===== config.mk =====
export PLATFORM = sky130hd
export DESIGN_NAME = framebuffer_writer
export DESIGN_NICKNAME = d
export VERILOG_FILES = /design/src/rtl/fb_pkg.sv /design/src/rtl/fb_addr_counter.sv /design/src/rtl/framebuffer_writer.sv
export SDC_FILE = /design/constraint.sdc
export NUM_CORES = 1
export LEC_CHECK = 0
export CAP_MARGIN = 25
export CORE_MARGIN = 2
export CORE_UTILIZATION = 45
export CTS_CLUSTER_SIZE = 12
export DETAILED_ROUTE_END_ITERATION = 16
export GPL_TIMING_DRIVEN = 0
export PLACE_DENSITY = 0.77
export SLEW_MARGIN = 10
export SYNTH_ARGS = -nofsm -noshare
export SYNTH_HDL_FRONTEND = slang
export SYNTH_HIERARCHICAL = 1
export SYNTH_SLANG_ARGS = --single-unit

===== constraint.sdc =====
create_clock -name clk -period 2.9 [get_ports clk]
set_input_delay 0.29 -clock clk [delete_from_list [all_inputs] [get_ports clk]]
set_output_delay 0.29 -clock clk [all_outputs]
set_load 0.1 [all_outputs]

===== src/rtl/fb_pkg.sv =====
// Shared definitions for the frame buffer write engine and its address logic.
// Contents: FSM state type, address width, default frame size and sync byte.
package fb_pkg;

    typedef enum logic [1:0] {
        WAIT_SYNC,
        RECV,
        WR_HI,
        WR_LO
    } fb_state_t;

    localparam int         ADDR_W        = 19;
    localparam int         BUFFER_SIZE   = 640 * 480;
    localparam logic [7:0] DEF_SYNC_BYTE = 8'hA5;

endpackage


===== src/rtl/fb_addr_counter.sv =====
// Wrapping linear pixel address counter (shared with the read side).
// Ports:
//   clk, rst   clock, asynchronous active-high reset
//   clr        force count to 0 (wins over inc)
//   inc        advance by one, wrapping from DEPTH-1 to 0
//   count      current address
//   last       count == DEPTH-1 (terminal count)
module fb_addr_counter #(
    parameter int DEPTH = 8,
    parameter int W     = 19
) (
    input  logic         clk,
    input  logic         rst,
    input  logic         clr,
    input  logic         inc,
    output logic [W-1:0] count,
    output logic         last
);

    assign last = (count == W'(DEPTH - 1));

    always_ff @(posedge clk or posedge rst) begin
        if (rst)
            count <= '0;
        else if (clr)
            count <= '0;
        else if (inc)
            count <= last ? '0 : count + 1'b1;
    end

endmodule


===== src/rtl/framebuffer_writer.sv =====
// Byte-stream to frame buffer write engine. Each accepted byte carries two
// 4-bit pixels (high nibble first) written to consecutive linear addresses.
// A frame starts with SYNC_BYTE while idle and ends after the last pixel.
// Optional feature macro: FB_WRITER_TIMEOUT_EN (abort a stalled frame after
// TIMEOUT_CYCLES idle cycles in RECV).
// Ports:
//   clk, rst              clock, asynchronous active-high reset
//   in_valid/in_data/in_ready   byte stream handshake
//   wr_en/wr_addr/wr_data       frame buffer write port (registered)
//   busy                  frame in progress (state != WAIT_SYNC)
//   frame_done            1-cycle pulse after the final pixel write
//   abort                 1-cycle pulse on timeout (0 without the feature)
module framebuffer_writer
    import fb_pkg::*;
#(
    parameter int         VGA_WIDTH       = 640,
    parameter int         VGA_HEIGHT      = 480,
    parameter int         VGA_COLOR_DEPTH = 4,
    parameter logic [7:0] SYNC_BYTE       = DEF_SYNC_BYTE,
    parameter int         TIMEOUT_CYCLES  = 1_000_000
) (
    input  logic                       clk,
    input  logic                       rst,
    input  logic                       in_valid,
    input  logic [7:0]                 in_data,
    output logic                       in_ready,
    output logic                       wr_en,
    output logic [ADDR_W-1:0]          wr_addr,
    output logic [VGA_COLOR_DEPTH-1:0] wr_data,
    output logic                       busy,
    output logic                       frame_done,
    output logic                       abort
);

    localparam int FRAME_PIXELS = VGA_WIDTH * VGA_HEIGHT;

    // Pixels come in pairs, so an odd frame size could never end cleanly.
    generate
        if ((FRAME_PIXELS % 2) != 0 || VGA_COLOR_DEPTH != 4 ||
            FRAME_PIXELS > (1 << ADDR_W) || TIMEOUT_CYCLES < 1) begin : g_bad_cfg
            $error("framebuffer_writer: unsupported configuration");
        end
    endgenerate

    fb_state_t         state;
    logic [3:0]        lo_nib;
    logic              last_pix;
    logic              accept;
    logic              timeout_hit;
    logic              cnt_clr;
    logic              cnt_inc;
    logic [ADDR_W-1:0] addr;
    logic              addr_last;

    assign accept = in_valid && in_ready;

    // The counter advances as each write is registered, so during WR_HI it
    // already points at the low-nibble address.
    assign cnt_clr = (state == WAIT_SYNC && accept && in_data == SYNC_BYTE) || timeout_hit;
    assign cnt_inc = (state == RECV && accept) || (state == WR_HI);

    fb_addr_counter #(
        .DEPTH (FRAME_PIXELS),
        .W     (ADDR_W)
    ) u_addr (
        .clk   (clk),
        .rst   (rst),
        .clr   (cnt_clr),
        .inc   (cnt_inc),
        .count (addr),
        .last  (addr_last)
    );

`ifdef FB_WRITER_TIMEOUT_EN
    localparam int TMO_W = $clog2(TIMEOUT_CYCLES + 1);
    logic [TMO_W-1:0] tmo_cnt;

    assign timeout_hit = (state == RECV) && !accept && (tmo_cnt == TMO_W'(TIMEOUT_CYCLES - 1));

    always_ff @(posedge clk or posedge rst) begin
        if (rst)
            tmo_cnt <= '0;
        else if (state != RECV || accept || timeout_hit)
            tmo_cnt <= '0;
        else
            tmo_cnt <= tmo_cnt + 1'b1;
    end
`else
    assign timeout_hit = 1'b0;
`endif

    always_ff @(posedge clk or posedge rst) begin
        if (rst) begin
            state      <= WAIT_SYNC;
            in_ready   <= 1'b1;
            wr_en      <= 1'b0;
            wr_addr    <= '0;
            wr_data    <= '0;
            busy       <= 1'b0;
            frame_done <= 1'b0;
            abort      <= 1'b0;
            lo_nib     <= '0;
            last_pix   <= 1'b0;
        end else begin
            wr_en      <= 1'b0;
            frame_done <= 1'b0;
            abort      <= 1'b0;
            case (state)
                WAIT_SYNC: begin
                    if (accept && in_data == SYNC_BYTE) begin
                        state <= RECV;
                        busy  <= 1'b1;
                    end
                end
                RECV: begin
                    if (accept) begin
                        lo_nib   <= in_data[3:0];
                        wr_en    <= 1'b1;
                        wr_addr  <= addr;
                        wr_data  <= in_data[7:4];
                        in_ready <= 1'b0;
                        state    <= WR_HI;
                    end else if (timeout_hit) begin
                        state <= WAIT_SYNC;
                        busy  <= 1'b0;
                        abort <= 1'b1;
                    end
                end
                WR_HI: begin
                    wr_en    <= 1'b1;
                    wr_addr  <= addr;
                    wr_data  <= lo_nib;
                    last_pix <= addr_last;
                    state    <= WR_LO;
                end
                WR_LO: begin
                    in_ready <= 1'b1;
                    if (last_pix) begin
                        state      <= WAIT_SYNC;
                        busy       <= 1'b0;
                        frame_done <= 1'b1;
                    end else begin
                        state <= RECV;
                    end
                end
                default: state <= WAIT_SYNC;
            endcase
        end
    end

endmodule


After elaboration in Yosys (flattened, before gate mapping) --
Index checks and enable logic that the tools add are counted.
Word-level totals: register bits after elaboration 53, bits of input ports 11, word-level logic and storage cells 55
Cells by class: add/sub/neg operators 1, eq/ne operators 8, multiplexer cells 20, reduce and logical (&&, ||, !) cells 16
Operators by type and width (number):
- $mux W19 | 4
- $pmux W19 S2 | 1
- $add A19 B1 Y19 const B | 1
- $eq A19 B19 Y1 const B | 1
- $eq A8 B8 Y1 const B | 1
- $pmux W2 S4 | 1
- $pmux W4 S2 | 1
- $reduce_and A2 Y1 | 4
- $reduce_bool A2 Y1 | 4
- $mux W1 | 7
- $pmux W1 S2 | 3
- $logic_and A1 B1 Y1 | 5
- $eq A2 B2 Y1 const B | 2
- $mux W2 | 2
- $mux W4 | 1
- $ne A2 B2 Y1 const B | 2
- $reduce_and A3 Y1 | 1
- $eq A2 B1 Y1 const B | 1
- $logic_not A2 Y1 | 1
- $ne A2 B1 Y1 const B | 1
- $logic_or A1 B1 Y1 | 1

Depth between registers and ports, before layout --
depth after elaboration 5, gate-level depth with buffers 11, gate-level depth less buffers 9

Hierarchy --
The synthesis kept the hierarchy.
Modules (own cells, without submodules):
- framebuffer_writer | instances 1, cells each 111, area each 1510.2 um^2, seq. area each 852.1 um^2
- fb_addr_counter | instances 1, cells each 109, area each 1073.5 um^2, seq. area each 475.5 um^2

Least setup slack after synthesis --
Ideal clock, no wire load.
kind register to register, from register in_ready, to register u_addr.count[10], setup time 0.118 ns, data arrival time 2.438 ns, required time 2.782 ns, slack 0.343 ns, stages on the path, launching flop included 10, buffers on the path 1, cells stage by stage dfstp_2 nand4_2 nor4_4 and2_2 clkbuf_1 nor2_1 nor4_2 nand3_1 xor2_1 nor2_1
Between the ends: cells in the longest elaborated chain, start to end 4
RTL lines:
- start, declared | RTL line framebuffer_writer.sv:26 | output logic in_ready,
- start signal, assigned | RTL line framebuffer_writer.sv:95 | in_ready <= 1'b1;
- start signal, assigned | RTL line framebuffer_writer.sv:121 | in_ready <= 1'b0;
- start signal, assigned | RTL line framebuffer_writer.sv:137 | in_ready <= 1'b1;
- $logic_and A1 B1 Y1 * | RTL line framebuffer_writer.sv:55 | assign accept = in_valid && in_ready;
- $logic_and A1 B1 Y1 * (2 in a row) | RTL line framebuffer_writer.sv:59 | assign cnt_clr = (state == WAIT_SYNC && accept && in_data == SYNC_BYTE) || timeout_hit;
- via cnt_clr | RTL line framebuffer_writer.sv:50 | logic cnt_clr;
- $mux W19 / $reduce_bool A2 Y1 (equally long branches)
- end signal, assigned | RTL line fb_addr_counter.sv:28 | count <= last ? '0 : count + 1'b1;
- end, declared | RTL line fb_addr_counter.sv:16 | output logic [W-1:0] count,
Mark *: on every way through the listed nets, which the timed path passes. The rest lies on a longest branch. A chain may end at the register's enable or synchronous reset.

Worst setup path in the final report --
Ends and elaborated chain as after synthesis.

==> flow_summary.ini <==
[sta]
fmax_mhz = 396
setup_ws_ns = 0.377
tns_ns = 0
clock_skew_ns = 0.00745
fin_crit_sh = 0.870
finalHoldViolations = 0
rsz0062_at_grt = false
relSlewSlack = 0.347
tightest_slew_ns = 0.976
slew_violations = 0
finalSetupViolations = 0
post-route-min-period_ns = 2.52

[logic_synthesis]
synth_ff_type = dfrtp_1
synth_area_per_cell_um2 = 11.7
synth-simple-area-share = 0.175
synthXorXnorAreaFrac = 0.0441
synth-compound-area-share = 0.0678
synth_area_um2 = 2580
synth_top_family_by_area = simple AND/OR/NAND/NOR gates
ys_ff_latch = 53
yosys.area.top_type = dfrtp_1
async_reset_ff_frac = 1.00
synth_top_area_frac = 0.504
synth_warnings = 6
synth_edf_count = 0
netlist_instances = 220
synthesis.nets = 237
synthMuxAreaShare = 0.130
synth_seq_area_share = 0.514
synth-adder-area-share = 0.0291
synth.distinct_cells = 50
synth_area_leaders = dfrtp_1 50%, mux2_2 10%, nor2_1 3.8%, ha_1 2.9%, xnor2_1 2.4%

[worst_setup_path]
cpLargestDelayFamily = simple AND/OR/NAND/NOR gates
cpPeakStageDelay_ns = 0.59
path_class = flip-flop to flip-flop
crit_top_cell = nor2_1
cp_max_fo = 10
cp.required_ns = 3.13
cp-end-kind = flip-flop
cp-start-kind = flip-flop
cpMaxStageDelayCell = dfstp_2
critPathBufInv = 1
arrival_ns = 2.76
path_cells = nand4_2 -> nor4_4 -> and2_2 -> clkbuf_1 -> nor2_1 -> nor4_2 -> nand3_1 -> xor2_1 -> nor2_1

[placed_design]
gp_congestion = 0.807
hpwl_um = 3480
numPortBuffers = 37
placed_cells = 329
post-place-ws_ns = 0.0835

[drt]
drt-total-wl_um = 4780
via_count = 1709
wire_per_inst_um = 14.3
route.detailed.drc = 0
antenna_left = 0
drt-pass1-iter-count = 4
drt-initial-drc-count = 130
routed_via_density = 5.10

[clocking]
clk_latency_ns = 0.30
htree_levels = 2
cts_tree = built
numCtsBuffers = 5
path_clk_slew_ns = 0.09
root_buffer = clkbuf_8
post_cts_buffers = 0
postCtsResizedCells = 0
clockBufferDepth = 2
numClockSinks = 53
hold_buffers = 0

[final_layout]
instances_no_fill = 335
fin_nets = 281
syn_to_final_growth_pct = 20.7
drive_above_1_share = 0.217
layout_common_cells = 52 x dfrtp_1, 37 x clkdlybuf4s50_1, 26 x nor2_1
final_common_cell = dfrtp_1
antenna_cells = 0

[pwr]
p_leak_uw = 0.00138
ir_drop_mv = 0.792
power_density_nw_per_um2 = 956

[floorplanning]
die_area_um2 = 6360
io-pin-count = 39
initial_core_util = 0.466
die-height_um = 79.8
chipWidth_um = 79.8
rows = 27
core-area_um2 = 5540

[min_path]
hold_path_class = input port to async pin

[global_routing]
grt_usage = 0.172
antenna_found_initial = 0
overflow = 0
first_global_vias = 1780
grt_max_degree = 35
grt_pass1_wl_um = 8570

[run]
max_cap_violations = 0

[run_status]
status = finished clean
[per-layer routing]
layer  global-route usage  share of wire  wire [um]  vias up
met5                    0              0          0        -
met4               0.0627         0.0057         27        0
met3               0.0362          0.027        131        2
met2                0.264           0.49       2350       30
met1                0.242           0.47       2270      825
li1                     -              -          -      852
[cell families (layout without fill, tap and decap cells)]
| family | Yosys count | after routing |
|---|---|---|
| AO/OA/AOI/OAI | 26 | 26 |
| XOR/XNOR | 13 | 13 |
| adder cells (fa/ha/maj) | 6 | 6 |
| buffers and inverters | 18 | 61 |
| flip-flops | 53 | 53 |
| multiplexers | 30 | 30 |
| other | 1 | 1 |
| AND/OR/NAND/NOR | 73 | 73 |
[metrics by stage]
stage	hold WS, ns	area [um2]	util	total power, uW
4_1_cts	0.463	3120	0.563	3010
3_5_place_dp	0.496	3040	0.549	2610
6_report	0.443	3120	0.563	2980
2_1_floorplan	0.241	2580	-	2270
3_3_place_gp	0.489	3040	0.549	2570
5_1_grt	0.506	3120	0.563	3170
[synth_stat cells, types with 3 or more instances]
cell type,n
and3_1,3
inv_1,10
mux2i_1,5
buf_6,3
xor2_1,6
nand3_1,7
nand2_1,10
mux2_2,24
nor2_1,26
a21oi_1,9
ha_1,6
nand3_2,3
nand4_1,3
dfrtp_1,52
xnor2_1,7
o21ai_0,5
[worst paths after layout]
kind / slack, ns / depth (start not counted) / startpoint / end
min in group clk: 0.51 / 1 / wr_addr[12]$_DFFE_PP0P_ / wr_addr[12]$_DFFE_PP0P_
worst max register to register: 0.38 / 9 / in_ready$_DFFE_PP1P_ / u_addr/count[10]$_DFFE_PP0P_
worst min register to register: 0.51 / 1 / wr_addr[12]$_DFFE_PP0P_ / wr_addr[12]$_DFFE_PP0P_
worst max-delay path: 0.38 / 9 / in_ready$_DFFE_PP1P_ / u_addr/count[10]$_DFFE_PP0P_
worst min-delay path: 0.44 / 2 / rst / wr_addr[11]$_DFFE_PP0P_
max in group asynchronous: 1.97 / 2 / rst / u_addr/count[17]$_DFFE_PP0P_
[cell type report]
class                   count  area, um2
plain buffers               8       62.6
clock buffers               5       68.8
clock inverters             1       5.00
fillers                   480       2420
inverters                  10       37.5
multi-input cells         149       1160
flip-flops and latches     53       1330
well taps                  72       90.1
repair buffers             37        370
[sequential cells by signal, summed over array words and instances (netlist names)]
register and flops:
wr_data 4, in_ready 1, frame_done 1, u_addr/count 19, wr_addr 19, state 2, wr_en 1, busy 1
lo_nib 4, last_pix 1
[worst reg2reg max path, delay by kind of cell (launching register included)]
family        cells  cell delay [ns]
flops             1             0.59
buf+inv           1             0.33
simple gates      7             1.38
xor+xnor          1             0.15
[report_power, final]
group / switching, uW / internal (uW) / leakage [uW] / total, uW
clock network: 220 / 159 / 0.0000399 / 380
logic: 1040 / 512 / 0.000665 / 1560
registers: 133 / 912 / 0.000679 / 1040
total: 1400 / 1580 / 0.00138 / 2980
No activity file was read; power rests on OpenSTA's default activity.
